`src/rtl/clk_mon_pkg.sv`:
```
// Shared types and constants for the divided-clock monitor.
// Holds the FSM state encoding and the default counter width.
package clk_mon_pkg;

    localparam int CNT_W_DEF = 8;

    typedef enum logic [1:0] {
        IDLE      = 2'd0,
        ARM       = 2'd1,
        MEAS_HIGH = 2'd2,
        MEAS_LOW  = 2'd3
    } state_e;

endpackage

```
`src/rtl/sync_edge_det.sv`:
```
// Two-flop synchronizer plus edge detector for an asynchronous input.
// Ports: clk_in, rst (sync, active-high), sig_in -> rise_det, fall_det.
module sync_edge_det (
    input  logic clk_in,
    input  logic rst,
    input  logic sig_in,
    output logic rise_det,
    output logic fall_det
);

    logic [1:0] sync_q;
    logic       edge_q;
    logic       rise_q;
    logic       fall_q;

    // edge_q holds the previous synchronized level; the pulses are
    // registered so downstream logic sees clean single-cycle strobes.
    always_ff @(posedge clk_in) begin
        if (rst) begin
            sync_q <= 2'b00;
            edge_q <= 1'b0;
            rise_q <= 1'b0;
            fall_q <= 1'b0;
        end else begin
            sync_q <= {sync_q[0], sig_in};
            edge_q <= sync_q[1];
            rise_q <= sync_q[1] & ~edge_q;
            fall_q <= ~sync_q[1] & edge_q;
        end
    end

    assign rise_det = rise_q;
    assign fall_det = fall_q;

endmodule

```
`src/rtl/clk_div_monitor.sv`:
```
// Measures period and high time of a divided clock against expectations.
// Ports: clk_in, rst, sig_in, meas_en, exp_period, exp_high ->
//        period, high_time, meas_valid, match, overflow, err_count.
module clk_div_monitor
    import clk_mon_pkg::*;
#(
    parameter int CNT_W = CNT_W_DEF,
    parameter int TOL   = 1
) (
    input  logic             clk_in,
    input  logic             rst,
    input  logic             sig_in,
    input  logic             meas_en,
    input  logic [CNT_W-1:0] exp_period,
    input  logic [CNT_W-1:0] exp_high,
    output logic [CNT_W-1:0] period,
    output logic [CNT_W-1:0] high_time,
    output logic             meas_valid,
    output logic             match,
    output logic             overflow,
    output logic [7:0]       err_count
);

    localparam logic [CNT_W-1:0] ONE   = CNT_W'(1);
    localparam logic [CNT_W-1:0] MAXV  = '1;
    localparam logic [CNT_W-1:0] TOL_V = CNT_W'(TOL);

    logic             rise_det;
    logic             fall_det;
    state_e           state_q;
    logic [CNT_W-1:0] period_cnt_q;
    logic [CNT_W-1:0] high_cnt_q;
    logic             en_q;

    logic [CNT_W-1:0] hdiff_d;
    logic             match_d;
    logic             close_d;
    logic             ovf_d;
    logic             err_inc_d;

    sync_edge_det u_sync (
        .clk_in   (clk_in),
        .rst      (rst),
        .sig_in   (sig_in),
        .rise_det (rise_det),
        .fall_det (fall_det)
    );

    // Absolute difference without wrap: larger minus smaller.
    always_comb begin
        hdiff_d = '0;
        if (high_cnt_q >= exp_high) hdiff_d = high_cnt_q - exp_high;
        else                        hdiff_d = exp_high - high_cnt_q;
    end

    assign match_d = (period_cnt_q == exp_period) && (hdiff_d <= TOL_V);

    // A closing rise and a counter overflow are mutually exclusive here,
    // so err_inc_d never asks for more than one increment per cycle.
    always_comb begin
        close_d = 1'b0;
        ovf_d   = 1'b0;
        if (meas_en) begin
            unique case (state_q)
                MEAS_HIGH: ovf_d = (period_cnt_q == MAXV);
                MEAS_LOW: begin
                    close_d = rise_det;
                    ovf_d   = !rise_det && (period_cnt_q == MAXV);
                end
                default: ;
            endcase
        end
    end

    assign err_inc_d = ovf_d || (close_d && !match_d);

    always_ff @(posedge clk_in) begin
        if (rst) begin
            state_q      <= IDLE;
            period_cnt_q <= '0;
            high_cnt_q   <= '0;
            en_q         <= 1'b0;
            period       <= '0;
            high_time    <= '0;
            meas_valid   <= 1'b0;
            match        <= 1'b0;
            overflow     <= 1'b0;
            err_count    <= 8'd0;
        end else begin
            en_q       <= meas_en;
            meas_valid <= 1'b0;

            if (meas_en && !en_q) overflow <= 1'b0;
            if (ovf_d)            overflow <= 1'b1;
            if (err_inc_d && err_count != 8'hFF) begin
                err_count <= err_count + 8'd1;
            end

            if (!meas_en) begin
                state_q      <= IDLE;
                period_cnt_q <= '0;
                high_cnt_q   <= '0;
            end else begin
                unique case (state_q)
                    IDLE: state_q <= ARM;
                    ARM: begin
                        if (rise_det) begin
                            state_q      <= MEAS_HIGH;
                            period_cnt_q <= ONE;
                            high_cnt_q   <= ONE;
                        end
                    end
                    MEAS_HIGH: begin
                        if (ovf_d) begin
                            state_q <= ARM;
                        end else begin
                            period_cnt_q <= period_cnt_q + ONE;
                            if (fall_det) state_q    <= MEAS_LOW;
                            else          high_cnt_q <= high_cnt_q + ONE;
                        end
                    end
                    MEAS_LOW: begin
                        if (close_d) begin
                            period       <= period_cnt_q;
                            high_time    <= high_cnt_q;
                            match        <= match_d;
                            meas_valid   <= 1'b1;
                            period_cnt_q <= ONE;
                            high_cnt_q   <= ONE;
                            state_q      <= MEAS_HIGH;
                        end else if (ovf_d) begin
                            state_q <= ARM;
                        end else begin
                            period_cnt_q <= period_cnt_q + ONE;
                        end
                    end
                    default: state_q <= IDLE;
                endcase
            end
        end
    end

endmodule

```
`config.mk`:
```
export PLATFORM = sky130hd
export DESIGN_NAME = clk_div_monitor
export DESIGN_NICKNAME = d
export VERILOG_FILES = /design/src/rtl/clk_mon_pkg.sv /design/src/rtl/sync_edge_det.sv /design/src/rtl/clk_div_monitor.sv
export SDC_FILE = /design/constraint.sdc
export NUM_CORES = 1
export LEC_CHECK = 0
export ABC_AREA = 1
export CAP_MARGIN = 20
export CORE_MARGIN = 2
export CORE_UTILIZATION = 30
export DETAILED_ROUTE_END_ITERATION = 12
export PLACE_DENSITY = 0.58
export SLEW_MARGIN = 10
export SYNTH_ARGS = -nofsm -noshare
export SYNTH_HDL_FRONTEND = slang
export SYNTH_SLANG_ARGS = --single-unit
```
`constraint.sdc`:
```
create_clock -name clk_in -period 2.25 [get_ports clk_in]
set_clock_uncertainty 0.05 [all_clocks]
set_input_delay 0.3375 -clock clk_in [delete_from_list [all_inputs] [get_ports clk_in]]
set_output_delay 0.3375 -clock clk_in [all_outputs]
set_load 0.03 [all_outputs]
```
==> summary.txt, run 1 <==
Global route
  • Maximum number of pins on one net before global-route repair: 35
  • Wire length of the first global-routing pass: 13,400 um
  • Global Route Usage Sum: 14.8%
  • Number of antenna violations at the first check in global routing: 0
  • Total global routing overflow: 0
  • Vias in the first global route: 2,915

STA
  • Hold Slack: 0.364 ns
  • Final critical path time including I/O delays and setup: 2.33 ns
  • Final Hold Violating Endpoints: 0
  • Setup violators final: 7
  • Final worst slack: -0.0770 ns
  • RSZ-0062 raised after global routing: true
  • Maximum frequency from static timing analysis: 430 MHz
  • Least-Margin Pin Slew: 0.489 ns
  • Final worst path period share: 103%
  • Sum of negative setup slack: -0.284 ns
  • Max-Slew Margin vs Limit: 67.3%
  • Number of pins exceeding their max-slew limit in the final report: 0

Synthesis
  • Simple-gate portion of the synthesized area: 29.0%
  • Synth Net Count: 468
  • Number of warnings issued by yosys: 0
  • Synthesized cell area: 3000 um2
  • Fraction of the mapped netlist area in compound gates: 13.4%
  • Synth Area in Adders: 8.83%
  • Post-synth cell types: 33
  • Flops & latches, synth: 51
  • Post-synthesis mux area share: 0%
  • Post-synthesis sequential area ratio: 34.0%
  • Mean post-synth cell area: 7.02 um2
  • Mapped Cells: 428
  • Parity-gate share of the synthesized area counting xor and xnor cells: 4.96%
  • Combinational family with the most area after synthesis: simple AND/OR/NAND/NOR gates

Outcome
  • Failing checks: negative setup slack
  • Outcome: finished with violations

Power and ir drop
  • Cell leakage power: 1.73 nW
  • Relative contribution of combinational cells to total power: 13.0%
  • PD cells: 405 nW/um2
  • Sequential cell fraction of total power: 53.9%
  • Switching pwr: 0.451 mW
  • Switching share of total power: 26.7%
  • Clk pwr share: 33.2%
  • Cell-internal power: 1.24 mW
  • Peak supply drop: 0.374 mV

Critical path
  • Slowest cell delay on critical path: 0.37 ns
  • Reg2reg start: high_cnt_q[0]$_SDFFE_PP0P_
  • Worst reg2reg setup slack: -0.08 ns
  • Largest driver fanout on the critical path: 5
  • Setup CP Type: flop to flop
  • Startpoint kind of the worst setup timing path: flop
  • Worst Path Arrival: 2.49 ns
  • Worst Reg-to-Reg Cells: 18
  • Cells traversed along the worst timing path: buf_6 > ha_4 > fa_2 > inv_2 > nand3_2 > nand2_2 > nand2_1 > nand2_1 > nand3_1 > nor2_1 > nand3_1 > nand2_2 > nand2_2 > nand2_4 > nand2_8 > buf_4 > nand3_1 > a21oi_1
  • Data required time of the worst path: 2.41 ns
  • Reg-to-Reg End: err_count[6]$_SDFFE_PP0P_
  • Cell with the largest stage delay on the worst path: sky130_fd_sc_hd__dfxtp_4
  • Element type at the critical path end: flop

Route
  • Antenna viol nets, final: 0
  • First-pass DRT Iterations: 4
  • Detailed-route vias per instance: 4.51
  • Number of design-rule violations left by the first detailed-router iteration: 84
  • Total length of routed wires: 7690 um
  • Wire length per cell: 12.0 um
  • DRC viols: 0
  • Vias after detailed routing: 2,903

Place
  • Final RePlAce weighted congestion: 0.831
  • Number of buffers inserted by port buffering: 46
  • Estimated wirelength of the detail-placed design: 5690 um

Cells and area
  • Area of combinational cells with multiple inputs: 1900 um2
  • Synthesis-to-layout area growth: 38.8%
  • Total area of sequential cells: 1020 um2
  • Highest-count cells in the layout ignoring fill and taps: sky130_fd_sc_hd__nand2_1, sky130_fd_sc_hd__inv_1, sky130_fd_sc_hd__dfxtp_1
  • Layout cell share with drive strength beyond 1: 21.2%
  • Layout net count: 549
  • Commonest non-fill, non-tap cell in the layout: sky130_fd_sc_hd__nand2_1
  • Count of fill cells added during filler insertion: 1,030
  • Antenna fix cells: 0

Floorplan
  • Die Height: 104 um
  • Row cnt: 36
  • DIE AREA: 10,800 um2
  • Effective utilization at floorplan: 30.9%
  • Area of the core: 9730 um2
  • IO Pins: 47
  • Width of the die: 104 um

Clock network
  • CTS HTree Levels: 2
  • Clock tree buffer depth: 2
  • Clock tree sinks: 51
  • Clock-pin slew reported for the worst setup and hold paths after clock tree synthesis: 0.10 ns
  • TritonCTS clock tree: built
  • Root Buffer: sky130_fd_sc_hd__clkbuf_8
  • TritonCTS buffer count: 5
  • Clock network latency to the later pin of the worst-skew pair: 0.31 ns

Worst hold path
  • Hold Path Sink: u_sync.sync_q[1]$_SDFF_PP0_
  • Worst Hold Depth: 2
  • Worst Hold Class: flop to flop
  • Hold_sp: u_sync.sync_q[0]$_SDFF_PP0_

Run
  • Total of max-cap violations: 0
==> worst max-delay path by stage <==
stage,from,slack [ns],to
final,high_cnt_q[0]$_SDFFE_PP0P_,-0.08,err_count[6]$_SDFFE_PP0P_
after CTS,high_cnt_q[0]$_SDFFE_PP0P_,-0.07,err_count[5]$_SDFFE_PP0P_
after detailed placement,exp_high[2],-0.66,err_count[2]$_SDFFE_PP0P_
after global placement,exp_high[2],-0.59,err_count[2]$_SDFFE_PP0P_
after global routing,high_cnt_q[0]$_SDFFE_PP0P_,-0.25,err_count[3]$_SDFFE_PP0P_
after floorplan,high_cnt_q[0]$_SDFFE_PP0P_,0.1,err_count[2]$_SDFFE_PP0P_
==> synthesized netlist by cell type, drive strengths merged <==
| cell | number | share of area, % |
|---|---|---|
| fa | 2 | 1.3 |
| o21a | 1 | 0.25 |
| dfxtp | 51 | 34 |
| nor2 | 41 | 6.0 |
| nand3 | 41 | 7.2 |
| inv | 66 | 8.2 |
| clkbuf | 4 | 0.50 |
| clkinv | 1 | 0.12 |
| nor3 | 7 | 1.2 |
| a21oi | 45 | 7.7 |
| ha | 18 | 7.5 |
| buf | 4 | 0.92 |
| xnor2 | 12 | 3.5 |
| o211ai | 1 | 0.25 |
| nor4 | 1 | 0.21 |
| a311oi | 1 | 0.29 |
| xor2 | 5 | 1.5 |
| a31oi | 1 | 0.21 |
| nand4 | 8 | 1.7 |
| nand2 | 91 | 13 |
| a211oi | 2 | 0.50 |
| o21ai | 25 | 4.2 |
==> per-layer routing <==
| layer | vias to the layer above | GRT usage (%) | part of all wire [%] | wire length [um] |
|---|---|---|---|---|
| li1 | 1542 | - | - | - |
| met1 | 1307 | 19.5 | 49 | 3760 |
| met2 | 49 | 25.8 | 47 | 3620 |
| met3 | 5 | 2.07 | 3.1 | 241 |
| met4 | 0 | 2.90 | 0.87 | 67 |
| met5 | - | 0 | 0 | 0 |
==> critical path, delay by kind of cell (launching register included) <==
family                     cells  cell delay, ns
and+or+nand+nor               12            0.89
buffers and inverters          3            0.32
AOI/OAI and AO/OA              1            0.07
adders and majority gates      2            0.50
DFF                            1            0.37
==> what timing repair did <==
| action | in CTS | in global routing |
|---|---|---|
| gates cloned | 1 | 0 |
| endpoints found under the setup margin | 8 | 8 |
| setup buffers | 3 | 2 |
| gates resized for setup | 32 | 28 |
| pin swaps | 14 | 14 |
| hold buffers | 0 | 0 |
==> layout make-up <==
type / instances / share of cell area [%]
multi-input cells: 303 / 45.7
flip-flops and latches: 51 / 24.6
repair buffers: 81 / 17.5
inverters: 67 / 6.03
well taps: 133 / 3.99
clock buffers: 5 / 1.65
clock inverters: 3 / 0.600
==> state kept, by name, indices dropped and copies added, names as in the netlist <==
signal and count:
err_count 8, high_cnt_q 8, high_time 8, period 8
period_cnt_q 8, state_q 2, u_sync.sync_q 2, en_q 1
match 1, meas_valid 1, overflow 1, u_sync.edge_q 1
u_sync.fall_det 1, u_sync.rise_det 1
==> logic make-up after synthesis <==
kind of cell,Yosys count
AND/OR/NAND/NOR,189
AO/OA/AOI/OAI,76
buffers and inverters,75
flip-flops,51
adder cells (fa/ha/maj),20
XOR/XNOR,17
==> power groups by stage <==
stage | Sequential [mW] | Clock [mW] | Combinational, mW
after floorplan | 0.930 | 0 | 0.106
after global placement | 0.931 | 0 | 0.194
after detailed placement | 0.931 | 0 | 0.195
after CTS | 0.910 | 0.564 | 0.210
after global routing | 0.910 | 0.589 | 0.244
final | 0.909 | 0.560 | 0.219
==> per-stage QoR <==
step           std cells  instance area, um2  power (mW)  setup slack [ns]  utilization (%)
2_1_floorplan        428                3000        1.04            0.0969                -
3_3_place_gp         629                3810        1.12            -0.590             39.2
3_5_place_dp         629                3810        1.13            -0.662             39.2
4_1_cts              641                4050        1.68           -0.0719             41.7
5_1_grt              643                4170        1.74            -0.252             42.9
6_report             643                4170        1.69           -0.0770             42.9
(Power assumes the default switching activity.)
==> run 2, diff against run 1 <==
--- a/config.mk
+++ b/config.mk
@@ -10,7 +10,7 @@
 export CORE_MARGIN = 2
 export CORE_UTILIZATION = 30
 export DETAILED_ROUTE_END_ITERATION = 12
-export PLACE_DENSITY = 0.58
+export PLACE_DENSITY = 0.59
 export SLEW_MARGIN = 10
 export SYNTH_ARGS = -nofsm -noshare
 export SYNTH_HDL_FRONTEND = slang
==> summary.txt, run 2 (same netlist as run 1, synthesis figures left out) <==
STA
  • RSZ-0062 raised after global routing: true
  • Final worst slack: -0.0998 ns
  • Least-Margin Pin Slew: 0.513 ns
  • Hold Slack: 0.361 ns
  • Final critical path time including I/O delays and setup: 2.35 ns
  • Maximum frequency from static timing analysis: 426 MHz
  • Setup violators final: 8
  • Final worst path period share: 104%
  • Max-Slew Margin vs Limit: 65.8%
  • Number of pins exceeding their max-slew limit in the final report: 0
  • Final Hold Violating Endpoints: 0

Cells and area
  • Layout Cells excl Fill: 642
  • Antenna fix cells: 0
  • Layout net count: 548
  • Fraction of the core area covered by cells at the end of the flow: 42.8%
  • Highest-count cells in the layout ignoring fill and taps: sky130_fd_sc_hd__nand2_1, sky130_fd_sc_hd__inv_1, sky130_fd_sc_hd__dfxtp_1
  • Commonest non-fill, non-tap cell in the layout: sky130_fd_sc_hd__nand2_1
  • Final design instance area without fill: 4170 um2
  • Layout cell share with drive strength beyond 1: 21.6%
  • Synthesis-to-layout area growth: 38.7%
  • Count of fill cells added during filler insertion: 1,037

Clock network
  • TritonCTS buffer count: 5
  • TritonCTS clock tree: built
  • CTS HTree Levels: 2
  • Clock-pin slew reported for the worst setup and hold paths after clock tree synthesis: 0.09 ns
  • Clock tree sinks: 51
  • Clock tree buffer depth: 2
  • Root Buffer: sky130_fd_sc_hd__clkbuf_8
  • Clock network latency to the later pin of the worst-skew pair: 0.31 ns

Place
  • Final RePlAce weighted congestion: 0.826
  • Estimated wirelength of the detail-placed design: 5810 um
  • Number of buffers inserted by port buffering: 46
  • Number of placed instances, taps included: 626
  • Area post-placement: 3790 um2

Route
  • Detailed-route vias per instance: 4.55
  • First-pass DRT Iterations: 4
  • Antenna viol nets, final: 0
  • Vias after detailed routing: 2,921
  • Number of design-rule violations left by the first detailed-router iteration: 124
  • Wire length per cell: 12.3 um
  • DRC viols: 0
  • Total length of routed wires: 7870 um

Floorplan
  • Die Height: 104 um
  • DIE AREA: 10,800 um2
  • Area of the core: 9730 um2
  • Effective utilization at floorplan: 30.9%
  • Row cnt: 36
  • IO Pins: 47
  • Width of the die: 104 um

Outcome
  • Outcome: finished with violations
  • Failing checks: negative setup slack

Run
  • Total of max-cap violations: 0

Global route
  • Maximum number of pins on one net before global-route repair: 35
  • Total global routing overflow: 0
  • Global Route Usage Sum: 14.9%
  • Wire length of the first global-routing pass: 13,600 um
  • Number of antenna violations at the first check in global routing: 0
  • Vias in the first global route: 2,976

Worst hold path
  • Worst Hold Class: flop to flop

Critical path
  • Largest driver fanout on the critical path: 7
  • Startpoint kind of the worst setup timing path: flop
  • Data required time of the worst path: 2.44 ns
  • Element type at the critical path end: flop
  • Worst Path Arrival: 2.54 ns
  • Setup CP Type: flop to flop

Power and ir drop
  • Cell leakage power: 1.71 nW
  • Peak supply drop: 0.288 mV
  • PD cells: 399 nW/um2
## run 2: cell count changes in the layout (fill, tap and decap cells not counted), moves of 2 or more
cell | previous run | this run
sky130_fd_sc_hd__a21oi_1 | 34 | 32
sky130_fd_sc_hd__a21oi_2 | 11 | 13
sky130_fd_sc_hd__buf_4 | 34 | 32
sky130_fd_sc_hd__clkinv_4 | 2 | 0
sky130_fd_sc_hd__ha_4 | 9 | 7
sky130_fd_sc_hd__inv_1 | 55 | 57
sky130_fd_sc_hd__inv_2 | 11 | 9
sky130_fd_sc_hd__nand2_1 | 73 | 70
sky130_fd_sc_hd__nand2_2 | 14 | 16
## run 2: routing by layer
layer	vias to the layer above	track usage, %	routed length (um)	share of wire (%)
met5	-	0	0	0
met4	0	3.86	78	0.99
met3	6	2.63	281	3.6
met2	47	25.2	3730	47
met1	1324	19.7	3780	48
li1	1544	-	-	-
## run 2: through the flow
step                setup TNS, ns  worst slack [ns]  power (mW)
floorplan                       0            0.0969        1.04
global placement            -4.95            -0.597        1.12
detailed placement          -5.41            -0.674        1.12
CTS                        -0.520           -0.0936        1.66
global route                -1.86            -0.243        1.73
finish                     -0.641           -0.0998        1.66
## run 2: path summary, 6_finish.rpt
path | slack, ns | startpoint | cells after the start | to
max | -0.1 | high_cnt_q[0]$_SDFFE_PP0P_ | 18 | err_count[6]$_SDFFE_PP0P_
min | 0.36 | u_sync.sync_q[0]$_SDFF_PP0_ | 2 | u_sync.sync_q[1]$_SDFF_PP0_
max reg2reg | -0.1 | high_cnt_q[0]$_SDFFE_PP0P_ | 18 | err_count[6]$_SDFFE_PP0P_
min reg2reg | 0.36 | u_sync.sync_q[0]$_SDFF_PP0_ | 2 | u_sync.sync_q[1]$_SDFF_PP0_
## run 2: area by class of cell
class / count / area, um2 / share of cell area [%]
clock buffers: 5 / 68.8 / 1.65
clock inverters: 3 / 20.0 / 0.481
inverters: 67 / 251 / 6.04
multi-input cells: 303 / 1910 / 45.9
flip-flops and latches: 51 / 1020 / 24.5
well taps: 133 / 166 / 4.00
repair buffers: 80 / 723 / 17.4
## run 2: power breakdown
group,internal [mW],leakage (nW),total (mW),switching (mW)
logic,0.106,1.26,0.222,0.116
clock network,0.217,0.0402,0.529,0.312
registers,0.907,0.412,0.910,0.00262
total,1.23,1.71,1.66,0.431
## run 2: worst max-delay path, cell delays in order, from the launching register on
cell and delay [ns]:
sky130_fd_sc_hd__dfxtp_2 0.37, sky130_fd_sc_hd__inv_2 0.06, sky130_fd_sc_hd__ha_4 0.16, sky130_fd_sc_hd__fa_2 0.38
sky130_fd_sc_hd__inv_2 0.09, sky130_fd_sc_hd__nand2_2 0.07, sky130_fd_sc_hd__nand2_2 0.07, sky130_fd_sc_hd__nand2_1 0.06
sky130_fd_sc_hd__nand2_2 0.07, sky130_fd_sc_hd__nand3_2 0.08, sky130_fd_sc_hd__nor2_2 0.13, sky130_fd_sc_hd__nand2_2 0.07
sky130_fd_sc_hd__nand2_2 0.08, sky130_fd_sc_hd__nand2_2 0.07, sky130_fd_sc_hd__nand2_4 0.11, sky130_fd_sc_hd__nand2_8 0.08
sky130_fd_sc_hd__nand2_8 0.11, sky130_fd_sc_hd__nand2_2 0.06, sky130_fd_sc_hd__a21oi_2 0.12
## run 2: timing repair
item / CTS / global route
setup endpoints to repair: 9 / 8
cloned: 1 / 0
buffers inserted: 4 / 3
hold buffers: 0 / 0
resized for setup: 33 / 30
pin swaps: 16 / 16
==> run 3, diff against run 2 <==
--- a/config.mk
+++ b/config.mk
@@ -5,7 +5,6 @@
 export SDC_FILE = /design/constraint.sdc
 export NUM_CORES = 1
 export LEC_CHECK = 0
-export ABC_AREA = 1
 export CAP_MARGIN = 20
 export CORE_MARGIN = 2
 export CORE_UTILIZATION = 30
==> summary.txt, run 3 <==
Power and ir drop
  • Cell leakage power: 1.67 nW
  • PD cells: 386 nW/um2
  • Peak supply drop: 0.244 mV
  • Post-layout total power: 1.70 mW

Synthesis
  • Post-synth cell types: 53
  • Mean post-synth cell area: 8.10 um2
  • Count of flip-flops with a built-in enable after synthesis: 0
  • Number of warnings issued by yosys: 0
  • Cell type contributing the most total cell area after synthesis: sky130_fd_sc_hd__dfxtp_1
  • Flops & latches, synth: 51
  • Synthesized cell area: 3000 um2
  • Share of Yosys cell area claimed by the top area cell type: 34.1%
  • Mapped Cells: 370
  • Most frequent cell after synthesis: sky130_fd_sc_hd__dfxtp_1
  • Leading post-synthesis cells by cell area: sky130_fd_sc_hd__dfxtp_1, sky130_fd_sc_hd__ha_1, sky130_fd_sc_hd__a21oi_1
  • Top cells by instance count after synthesis: sky130_fd_sc_hd__dfxtp_1, sky130_fd_sc_hd__nand2_1, sky130_fd_sc_hd__a21oi_1, sky130_fd_sc_hd__nor2_1, sky130_fd_sc_hd__inv_1
  • Post-synthesis sequential area ratio: 34.1%
  • Synth Net Count: 410
  • FFs w/ async S/R, synth: 0%
  • Predominant post-synthesis flop cell: sky130_fd_sc_hd__dfxtp_1

STA
  • Number of pins exceeding their max-slew limit in the final report: 0
  • RSZ-0062 raised after global routing: true
  • Maximum frequency from static timing analysis: 358 MHz
  • Final worst path period share: 124%
  • Final critical path time including I/O delays and setup: 2.79 ns
  • Final Hold Violating Endpoints: 0
  • Hold Slack: 0.366 ns
  • Setup violators final: 9
  • Least-Margin Pin Slew: 0.391 ns
  • Final worst slack: -0.545 ns
  • Max-Slew Margin vs Limit: 73.9%

Route
  • Total length of routed wires: 8370 um
  • Vias after detailed routing: 2,980
  • DRC viols: 0
  • Antenna viol nets, final: 0
  • Number of design-rule violations left by the first detailed-router iteration: 116
  • Detailed-route vias per instance: 4.90
  • Wire length per cell: 13.8 um
  • First-pass DRT Iterations: 5

Cells and area
  • Layout cell share with drive strength beyond 1: 28.0%
  • Commonest non-fill, non-tap cell in the layout: sky130_fd_sc_hd__buf_4
  • Antenna fix cells: 0
  • Layout Cells excl Fill: 608
  • Final design instance area without fill: 4410 um2
  • Highest-count cells in the layout ignoring fill and taps: sky130_fd_sc_hd__buf_4, sky130_fd_sc_hd__nand2_1, sky130_fd_sc_hd__dfxtp_1
  • Synthesis-to-layout area growth: 47.4%
  • Layout net count: 515

Global route
  • Maximum number of pins on one net before global-route repair: 40
  • Total global routing overflow: 0
  • Number of antenna violations at the first check in global routing: 0
  • Vias in the first global route: 2,937
  • Global Route Usage Sum: 15.3%
  • Wire length of the first global-routing pass: 13,800 um

Critical path
  • Largest driver fanout on the critical path: 7
  • Cell with the largest stage delay on the worst path: sky130_fd_sc_hd__a311o_4
  • Data required time of the worst path: 2.40 ns
  • Cells traversed along the worst timing path: inv_2 > ha_4 > fa_2 > nor2b_4 > o2111a_1 > nor4_1 > o22ai_2 > nor4b_2 > a311o_4 > a2111oi_4 > mux2_1
  • Element type at the critical path end: flop
  • Setup CP Type: flop to flop
  • Worst Path Arrival: 2.95 ns
  • Slowest cell delay on critical path: 0.45 ns
  • Startpoint kind of the worst setup timing path: flop

Floorplan
  • Row cnt: 36
  • Width of the die: 104 um
  • Die Height: 104 um
  • DIE AREA: 10,800 um2
  • Effective utilization at floorplan: 30.8%
  • IO Pins: 47
  • Area of the core: 9730 um2

Place
  • Area post-placement: 4060 um2
  • Number of placed instances, taps included: 596
  • Final RePlAce weighted congestion: 0.956
  • Estimated wirelength of the detail-placed design: 6210 um
  • Number of buffers inserted by port buffering: 46

Clock network
  • Clock-pin slew reported for the worst setup and hold paths after clock tree synthesis: 0.10 ns
  • Clock tree sinks: 51
  • Clock network latency to the later pin of the worst-skew pair: 0.30 ns
  • Root Buffer: sky130_fd_sc_hd__clkbuf_8
  • TritonCTS clock tree: built
  • Clock tree buffer depth: 2
  • CTS HTree Levels: 2
  • TritonCTS buffer count: 5

Run
  • Total of max-cap violations: 0

Outcome
  • Outcome: finished with violations
  • Failing checks: negative setup slack

Worst hold path
  • Worst Hold Class: flop to flop
## run 3: cell types whose count changed after synthesis, moves of 7 or more
cell | previous run | this run
sky130_fd_sc_hd__inv_1 | 61 | 22
sky130_fd_sc_hd__nor2b_1 | 0 | 14
sky130_fd_sc_hd__nand3_1 | 39 | 8
sky130_fd_sc_hd__nand2_1 | 82 | 50
sky130_fd_sc_hd__o21ai_0 | 24 | 9
sky130_fd_sc_hd__clkbuf_1 | 4 | 11
sky130_fd_sc_hd__mux2_1 | 0 | 7
## run 3: logic make-up after synthesis
family / Yosys count / synth area share [%]
buffers and inverters: 42 / 5.89
DFF: 51 / 34.1
AOI/OAI and AO/OA: 80 / 17.5
muxes: 10 / 3.63
xor gates and xnor gates: 19 / 5.56
adders and majority gates: 20 / 8.86
and+or+nand+nor: 148 / 24.5
## run 3: layer usage
metal | global-route usage [%] | share of wire, % | up-vias
met5 | 0 | 0 | -
met4 | 3.86 | 1.6 | 0
met3 | 2.94 | 4.5 | 13
met2 | 27.3 | 51 | 89
met1 | 18.7 | 43 | 1393
li1 | - | - | 1485
## run 3: path summary, 6_finish.rpt
check	start	end	slack, ns	depth (start not counted)
worst max-delay path	high_cnt_q[0]$_SDFFE_PP0P_	err_count[6]$_SDFFE_PP0P_	-0.54	11
worst min register to register	u_sync.edge_q$_SDFF_PP0_	u_sync.rise_det$_SDFF_PP0_	0.37	1
worst min-delay path	u_sync.edge_q$_SDFF_PP0_	u_sync.rise_det$_SDFF_PP0_	0.37	1
worst max register to register	high_cnt_q[0]$_SDFFE_PP0P_	err_count[6]$_SDFFE_PP0P_	-0.54	11
## run 3: area by class of cell
class | instances | area (um2)
Timing Repair Buffer | 117 | 996
Inverter | 23 | 86.3
Sequential cell | 51 | 1040
Tap cell | 133 | 166
Fill cell | 983 | 5320
Multi-Input combinational cell | 277 | 2030
Clock buffer | 7 | 97.6
## run 3: stage by stage
stage               TNS (ns)  worst slack [ns]  util (%)
floorplan              -2.69            -0.449         -
global placement       -9.16             -1.05      41.7
detailed placement     -9.19             -1.07      41.7
CTS                    -4.01            -0.534      44.9
global route           -5.35            -0.654      45.4
finish                 -4.24            -0.545      45.4
## run 3: where the power goes
group,internal (mW),switching [mW]
registers,0.902,0.00383
logic,0.113,0.107
clock network,0.282,0.297
## run 3: repair_timing
action                     4_1_cts  5_1_grt
hold buffers                     0        0
buffers inserted                 4        1
resized for setup               49        9
setup endpoints to repair        9       11
pin swaps                       24        6
## run 3: worst max-delay path, delay by kind of cell (launching register included)
| family | cells | cell delay, ns |
|---|---|---|
| muxes | 1 | 0.34 |
| DFF | 1 | 0.38 |
| buffers and inverters | 1 | 0.05 |
| adders and majority gates | 2 | 0.51 |
| and+or+nand+nor | 3 | 0.30 |
| AOI/OAI and AO/OA | 4 | 1.07 |
